## config.mk

```make
export PLATFORM = sky130hd
export DESIGN_NAME = alu_sequencer
export DESIGN_NICKNAME = d
export VERILOG_FILES = /design/src/rtl/s_machine_pkg.sv /design/src/rtl/alu_sequencer.sv
export SDC_FILE = /design/constraint.sdc
export NUM_CORES = 1
export LEC_CHECK = 0
export CORE_ASPECT_RATIO = 1.75
export CORE_UTILIZATION = 48
export CTS_BUF_LIST = sky130_fd_sc_hd__clkbuf_4 sky130_fd_sc_hd__clkbuf_8
export DETAILED_ROUTE_END_ITERATION = 16
export GPL_ROUTABILITY_DRIVEN = 1
export PLACE_DENSITY = 0.88
export SLEW_MARGIN = 20
export SYNTH_ARGS = -nofsm -noshare
export SYNTH_HDL_FRONTEND = slang
export SYNTH_SLANG_ARGS = --single-unit
```

## constraint.sdc

```tcl
create_clock -name clk -period 4.6 [get_ports clk]
set_input_delay 0.92 -clock clk [delete_from_list [all_inputs] [get_ports clk]]
set_output_delay 0.92 -clock clk [all_outputs]
set_load 0.02 [all_outputs]
```

## src/rtl/s_machine_pkg.sv

```systemverilog
// Shared definitions for the ALU execute sequencer: opcodes, FSM states,
// instruction field positions and per-opcode operand/writeback helpers.
package s_machine_pkg;

  localparam int OPC_HI  = 15;
  localparam int OPC_LO  = 12;
  localparam int MASK_HI = 10;
  localparam int MASK_LO = 8;
  localparam int IDX_A_LO = 0;
  localparam int IDX_B_LO = 3;

  localparam logic [3:0] OP_ADD  = 4'b0100;
  localparam logic [3:0] OP_SUB  = 4'b0101;
  localparam logic [3:0] OP_OR   = 4'b0110;
  localparam logic [3:0] OP_AND  = 4'b0111;
  localparam logic [3:0] OP_XOR  = 4'b1000;
  localparam logic [3:0] OP_SHR  = 4'b1001;
  localparam logic [3:0] OP_MOV  = 4'b1010;
  localparam logic [3:0] OP_EXCH = 4'b1011;
  localparam logic [3:0] OP_CMP  = 4'b1100;
  localparam logic [3:0] OP_SET  = 4'b1101;
  localparam logic [3:0] OP_CLR  = 4'b1110;

  typedef enum logic [2:0] {
    S_IDLE, S_RD_A, S_RD_B, S_WAIT, S_EXEC, S_WB_A, S_WB_B, S_DONE
  } state_e;

  function automatic logic needs_b(input logic [3:0] op);
    return (op == OP_ADD) || (op == OP_SUB) || (op == OP_OR) || (op == OP_AND) ||
           (op == OP_XOR) || (op == OP_EXCH) || (op == OP_CMP);
  endfunction

  function automatic logic writes_a(input logic [3:0] op);
    return (op == OP_ADD) || (op == OP_SUB) || (op == OP_OR) || (op == OP_AND) ||
           (op == OP_XOR) || (op == OP_SHR) || (op == OP_EXCH);
  endfunction

  function automatic logic writes_b(input logic [3:0] op);
    return (op == OP_MOV) || (op == OP_EXCH);
  endfunction

endpackage

```

## src/rtl/alu_sequencer.sv

```systemverilog
// Multi-cycle execute controller: reads operands from the RF, drives the ALU, writes back.
// Accepts one instruction only in IDLE (ADD done at T+6, EXCH T+7); inst_valid elsewhere is ignored.
module alu_sequencer
  import s_machine_pkg::*;
#(
  parameter int ADDR_W = 3,
  parameter int DATA_W = 16
) (
  input  logic              clk,
  input  logic              rst,
  input  logic              inst_valid,
  output logic              inst_ready,
  input  logic [15:0]       inst,
  output logic              rf_rd_en,
  output logic [ADDR_W-1:0] rf_rd_addr,
  input  logic [DATA_W-1:0] rf_rd_data,
  output logic              rf_wr_en,
  output logic [ADDR_W-1:0] rf_wr_addr,
  output logic [DATA_W-1:0] rf_wr_data,
  output logic [15:0]       alu_inst,
  output logic [DATA_W-1:0] alu_a_in,
  output logic [DATA_W-1:0] alu_b_in,
  output logic              alu_z_in,
  output logic              alu_n_in,
  output logic              alu_c_in,
  input  logic [DATA_W-1:0] alu_a_out,
  input  logic [DATA_W-1:0] alu_b_out,
  input  logic              alu_z_out,
  input  logic              alu_n_out,
  input  logic              alu_c_out,
  output logic              psw_z,
  output logic              psw_n,
  output logic              psw_c,
  output logic              done,
  output logic              illegal
);

  state_e              state_q, state_d;
  logic [15:0]         inst_q, inst_d;
  logic                ill_q, ill_d;
  logic [DATA_W-1:0]   opa_q, opa_d, opb_q, opb_d;
  logic [DATA_W-1:0]   resa_q, resa_d, resb_q, resb_d;
  logic                z_q, z_d, n_q, n_d, c_q, c_d;

  logic [3:0]          op_q, op_in;
  logic [ADDR_W-1:0]   idx_a, idx_b;

  assign op_q  = inst_q[OPC_HI:OPC_LO];
  assign op_in = inst[OPC_HI:OPC_LO];
  assign idx_a = inst_q[IDX_A_LO +: ADDR_W];
  assign idx_b = inst_q[IDX_B_LO +: ADDR_W];

  always_ff @(posedge clk) begin
    if (rst) begin
      state_q <= S_IDLE;
      inst_q  <= '0;
      ill_q   <= 1'b0;
      opa_q   <= '0;
      opb_q   <= '0;
      resa_q  <= '0;
      resb_q  <= '0;
      z_q     <= 1'b0;
      n_q     <= 1'b0;
      c_q     <= 1'b0;
    end else begin
      state_q <= state_d;
      inst_q  <= inst_d;
      ill_q   <= ill_d;
      opa_q   <= opa_d;
      opb_q   <= opb_d;
      resa_q  <= resa_d;
      resb_q  <= resb_d;
      z_q     <= z_d;
      n_q     <= n_d;
      c_q     <= c_d;
    end
  end

  always_comb begin
    state_d    = state_q;
    inst_d     = inst_q;
    ill_d      = ill_q;
    opa_d      = opa_q;
    opb_d      = opb_q;
    resa_d     = resa_q;
    resb_d     = resb_q;
    z_d        = z_q;
    n_d        = n_q;
    c_d        = c_q;
    inst_ready = 1'b0;
    rf_rd_en   = 1'b0;
    rf_rd_addr = '0;
    rf_wr_en   = 1'b0;
    rf_wr_addr = '0;
    rf_wr_data = '0;
    alu_inst   = 16'h0000;
    done       = 1'b0;
    illegal    = 1'b0;

    unique case (state_q)
      S_IDLE: begin
        inst_ready = 1'b1;
        if (inst_valid) begin
          inst_d = inst;
          ill_d  = 1'b0;
          if (op_in == OP_SET || op_in == OP_CLR) begin
            state_d = S_EXEC;
          end else if (op_in >= OP_ADD && op_in <= OP_CMP) begin
            state_d = S_RD_A;
          end else begin
            ill_d   = 1'b1;
            state_d = S_DONE;
          end
        end
      end
      S_RD_A: begin
        rf_rd_en   = 1'b1;
        rf_rd_addr = idx_a;
        state_d    = needs_b(op_q) ? S_RD_B : S_WAIT;
      end
      S_RD_B: begin
        opa_d      = rf_rd_data;
        rf_rd_en   = 1'b1;
        rf_rd_addr = idx_b;
        state_d    = S_WAIT;
      end
      S_WAIT: begin
        if (needs_b(op_q)) opb_d = rf_rd_data;
        else               opa_d = rf_rd_data;
        state_d = S_EXEC;
      end
      S_EXEC: begin
        // The ALU only evaluates on an edge of its instruction input.
        alu_inst = inst_q;
        resa_d   = alu_a_out;
        resb_d   = alu_b_out;
        z_d      = alu_z_out;
        n_d      = alu_n_out;
        c_d      = alu_c_out;
        if (writes_a(op_q))      state_d = S_WB_A;
        else if (writes_b(op_q)) state_d = S_WB_B;
        else                     state_d = S_DONE;
      end
      S_WB_A: begin
        rf_wr_en   = 1'b1;
        rf_wr_addr = idx_a;
        rf_wr_data = resa_q;
        state_d    = writes_b(op_q) ? S_WB_B : S_DONE;
      end
      S_WB_B: begin
        rf_wr_en   = 1'b1;
        rf_wr_addr = idx_b;
        rf_wr_data = resb_q;
        state_d    = S_DONE;
      end
      S_DONE: begin
        done    = 1'b1;
        illegal = ill_q;
        state_d = S_IDLE;
      end
      default: state_d = S_IDLE;
    endcase

    // Reset kills side effects in the very cycle it is asserted.
    if (rst) begin
      inst_ready = 1'b0;
      rf_rd_en   = 1'b0;
      rf_wr_en   = 1'b0;
      alu_inst   = 16'h0000;
      done       = 1'b0;
      illegal    = 1'b0;
    end
  end

  assign alu_a_in = opa_q;
  assign alu_b_in = opb_q;
  assign alu_z_in = z_q;
  assign alu_n_in = n_q;
  assign alu_c_in = c_q;
  assign psw_z    = z_q;
  assign psw_n    = n_q;
  assign psw_c    = c_q;

endmodule
```

==> metrics <==
clock slew at reported path FFs roughly 0.08 ns; crit-path max cell delay 0.69 ns; htree depth 3; DRT Wirelength about 10000 microns; HP Class reg2reg; hold buffer count at cts 0; CP Capture Type primary output; Total GRT Usage 0.257; Max rail drop VDD approximately 300 uV; crit-path max FO 19; initial antenna violation count 0; Reg2Reg Setup Slack between 2 and 3 ns; clock sink count 87; kind of critical path reg2out; RD Place Congestion ~0.90; maximum clock rate around 260 MHz; detailed router's first-iteration violation count 210; DP HPWL approximately 7300 microns; DR top layer met4; total grt overflow 0; mean post-synth cell area 8.44 sq um; area growth from synthesis to layout 44.6%; final setup fails 0; clock skew 0.00888 ns; Bufs on Longest Clock Path 2; Resized cells post-CTS 0; Initial Util 0.497; Finished Core Util 0.719; Fin. Hold Viols 0; first-pass GRT wire length 15700 microns; met2 WL post-DR approximately 5600 microns; FF-to-FF path depth 4; Core Box Area around 7600 sq um; routed length on met3 between 400 and 500 microns; ys flop type dfxtp_1; Synth Net Count approximately 520; max-slew violations 0; leak pwr 1.89 nW; maximum number of pins on one net before global-route repair about 100; setup bufs post-CTS 0; RSZ-0062 raised after global routing false; vias in the first global route 3413; Post-DRT Antenna Nets 0; n_diodes 0; WHS Path Cells 2; Syn Std Cell Area 3760 sq um; CTS Buf Count 9; vias per inst ~5.3; Buffers on Ports 150; Async SR Flop Fraction 0; WL per Instance 15.3 microns; Clock Latency Late Sink 0.35 ns; family with the most delay on the worst path simple AND/OR/NAND/NOR gates; Worst EP required ~3.7 ns; CTS tree built; pwr/cell area 423 nW/um^2; Synthesis Warnings 0; drt pass-1 iters 4; commonest cells after routing, fill and taps aside clkdlybuf4s50_1, nand2_1, dfxtp_1; Power, Total 2.30 mW; critical path buffer and inverter count 2; Syn Inst Count 446; layout cells sized above 1 0.0464; result of the run completed; WP data arrival 2.92 ns; register bit count reported by yosys 87; slowest stage cell, crit path and2_1; filler cell count 620; Yosys top cell area share 0.463; Critical Path Source Type flip-flop; Critical Path Stages 5; synth top area cells dfxtp_1, nand2_1, mux2i_1; Top Ports 151; Max-Slew Margin vs Limit 0.406; die height approximately 120 microns; Final min period 3.84 ns; met1 wire length 3700 microns; die area 8210 sq um; Max Cap Viol 0; Tcrit/Tclk final 0.835; # rows 42; final setup TNS 0 ns; fin nets 647; crit-path cells inv_1 -> nor2_1 -> and2_1 -> a22o_1 -> clkdlybuf4s50_1; worst-margin pin slew 0.892 ns; CTS Root Cell clkbuf_8; chip width 68.9 microns; commonest non-fill, non-tap cell in the layout clkdlybuf4s50_1; Post-synth EDFFs 0; via count about 3600; sequential share of the synthesized area 0.463; Synth cell types 33; Residual DRC 0; largest area contributor in the netlist dfxtp_1
## power breakdown
part	internal, mW	switching, mW
combinational	0.340	0.429
sequential	0.882	0.119
clock	0.276	0.257
total	1.50	0.805
## kinds of logic (layout without fill, tap and decap cells)
logic type / Yosys count / in the layout / synth area share
mux: 32 / 32 / 0.0851
compound gates: 87 / 87 / 0.151
xor+xnor: 2 / 2 / 0.00466
simple gates: 202 / 202 / 0.250
flops: 87 / 87 / 0.463
buf+inv: 36 / 172 / 0.0462
## synthesized netlist by cell type, types with 2 or more instances
library cell  instances
a31oi_1               2
buf_4                 5
dfxtp_1              87
and2_1               20
o21ai_0               3
mux2i_1              32
nand2b_1             35
nand3b_1              5
a22oi_1               3
buf_2                 7
nor3_1                2
a22o_1               19
nor2_1               29
clkbuf_1             21
a21oi_1              54
nand2_1             105
## final timing paths
kind | start | to
setup reg to reg | state_q[2]$_SDFFE_PP0P_ | state_q[0]$_SDFFE_PP0P_
hold reg to reg | inst_q[11]$_SDFFE_PP0P_ | inst_q[11]$_SDFFE_PP0P_
hold / removal | inst_q[11]$_SDFFE_PP0P_ | inst_q[11]$_SDFFE_PP0P_
setup / recovery | state_q[1]$_SDFFE_PP0P_ | rf_wr_data[0]
## state kept, by name (all words and copies together) (netlist names), 3 cells and up
name / flops
resb_q: 16
alu_a_in: 16
inst_q: 16
alu_b_in: 16
resa_q: 16
state_q: 3
## cell type report
type / count / area, sq um / share of cell area
clock buffers: 12 / 153 / 0.0281
inverters: 1 / 3.75 / 0.000690
multi-input cells: 323 / 1850 / 0.340
repair buffers: 155 / 1540 / 0.283
well taps: 88 / 110 / 0.0202
clock inverters: 4 / 45.0 / 0.00828
flip-flops and latches: 87 / 1740 / 0.320
## worst reg2reg max path: stages, from the launching register on
cell	delay, ns
dfxtp_1	0.54
nor4b_2	0.73
buf_4	0.31
o21ai_0	0.15
a31oi_1	0.24
## metal layers
metal / up-vias / track usage
li1: 1740 / -
met1: 1639 / 0.261
met2: 140 / 0.442
met3: 36 / 0.0584
met4: 0 / 0.165
met5: - / 0
## stage by stage
step / setup WS (ns) / std cells / area, sq um / hold WS [ns]
after floorplan: 1.72 / 446 / 3760 / 0.432
after global placement: 1.17 / 653 / 5230 / 0.440
after detailed placement: 1.15 / 653 / 5230 / 0.446
after CTS: 0.751 / 669 / 5430 / 0.457
after global routing: 0.566 / 670 / 5440 / 0.483
final: 0.760 / 670 / 5440 / 0.458
(Power assumes the default switching activity.)
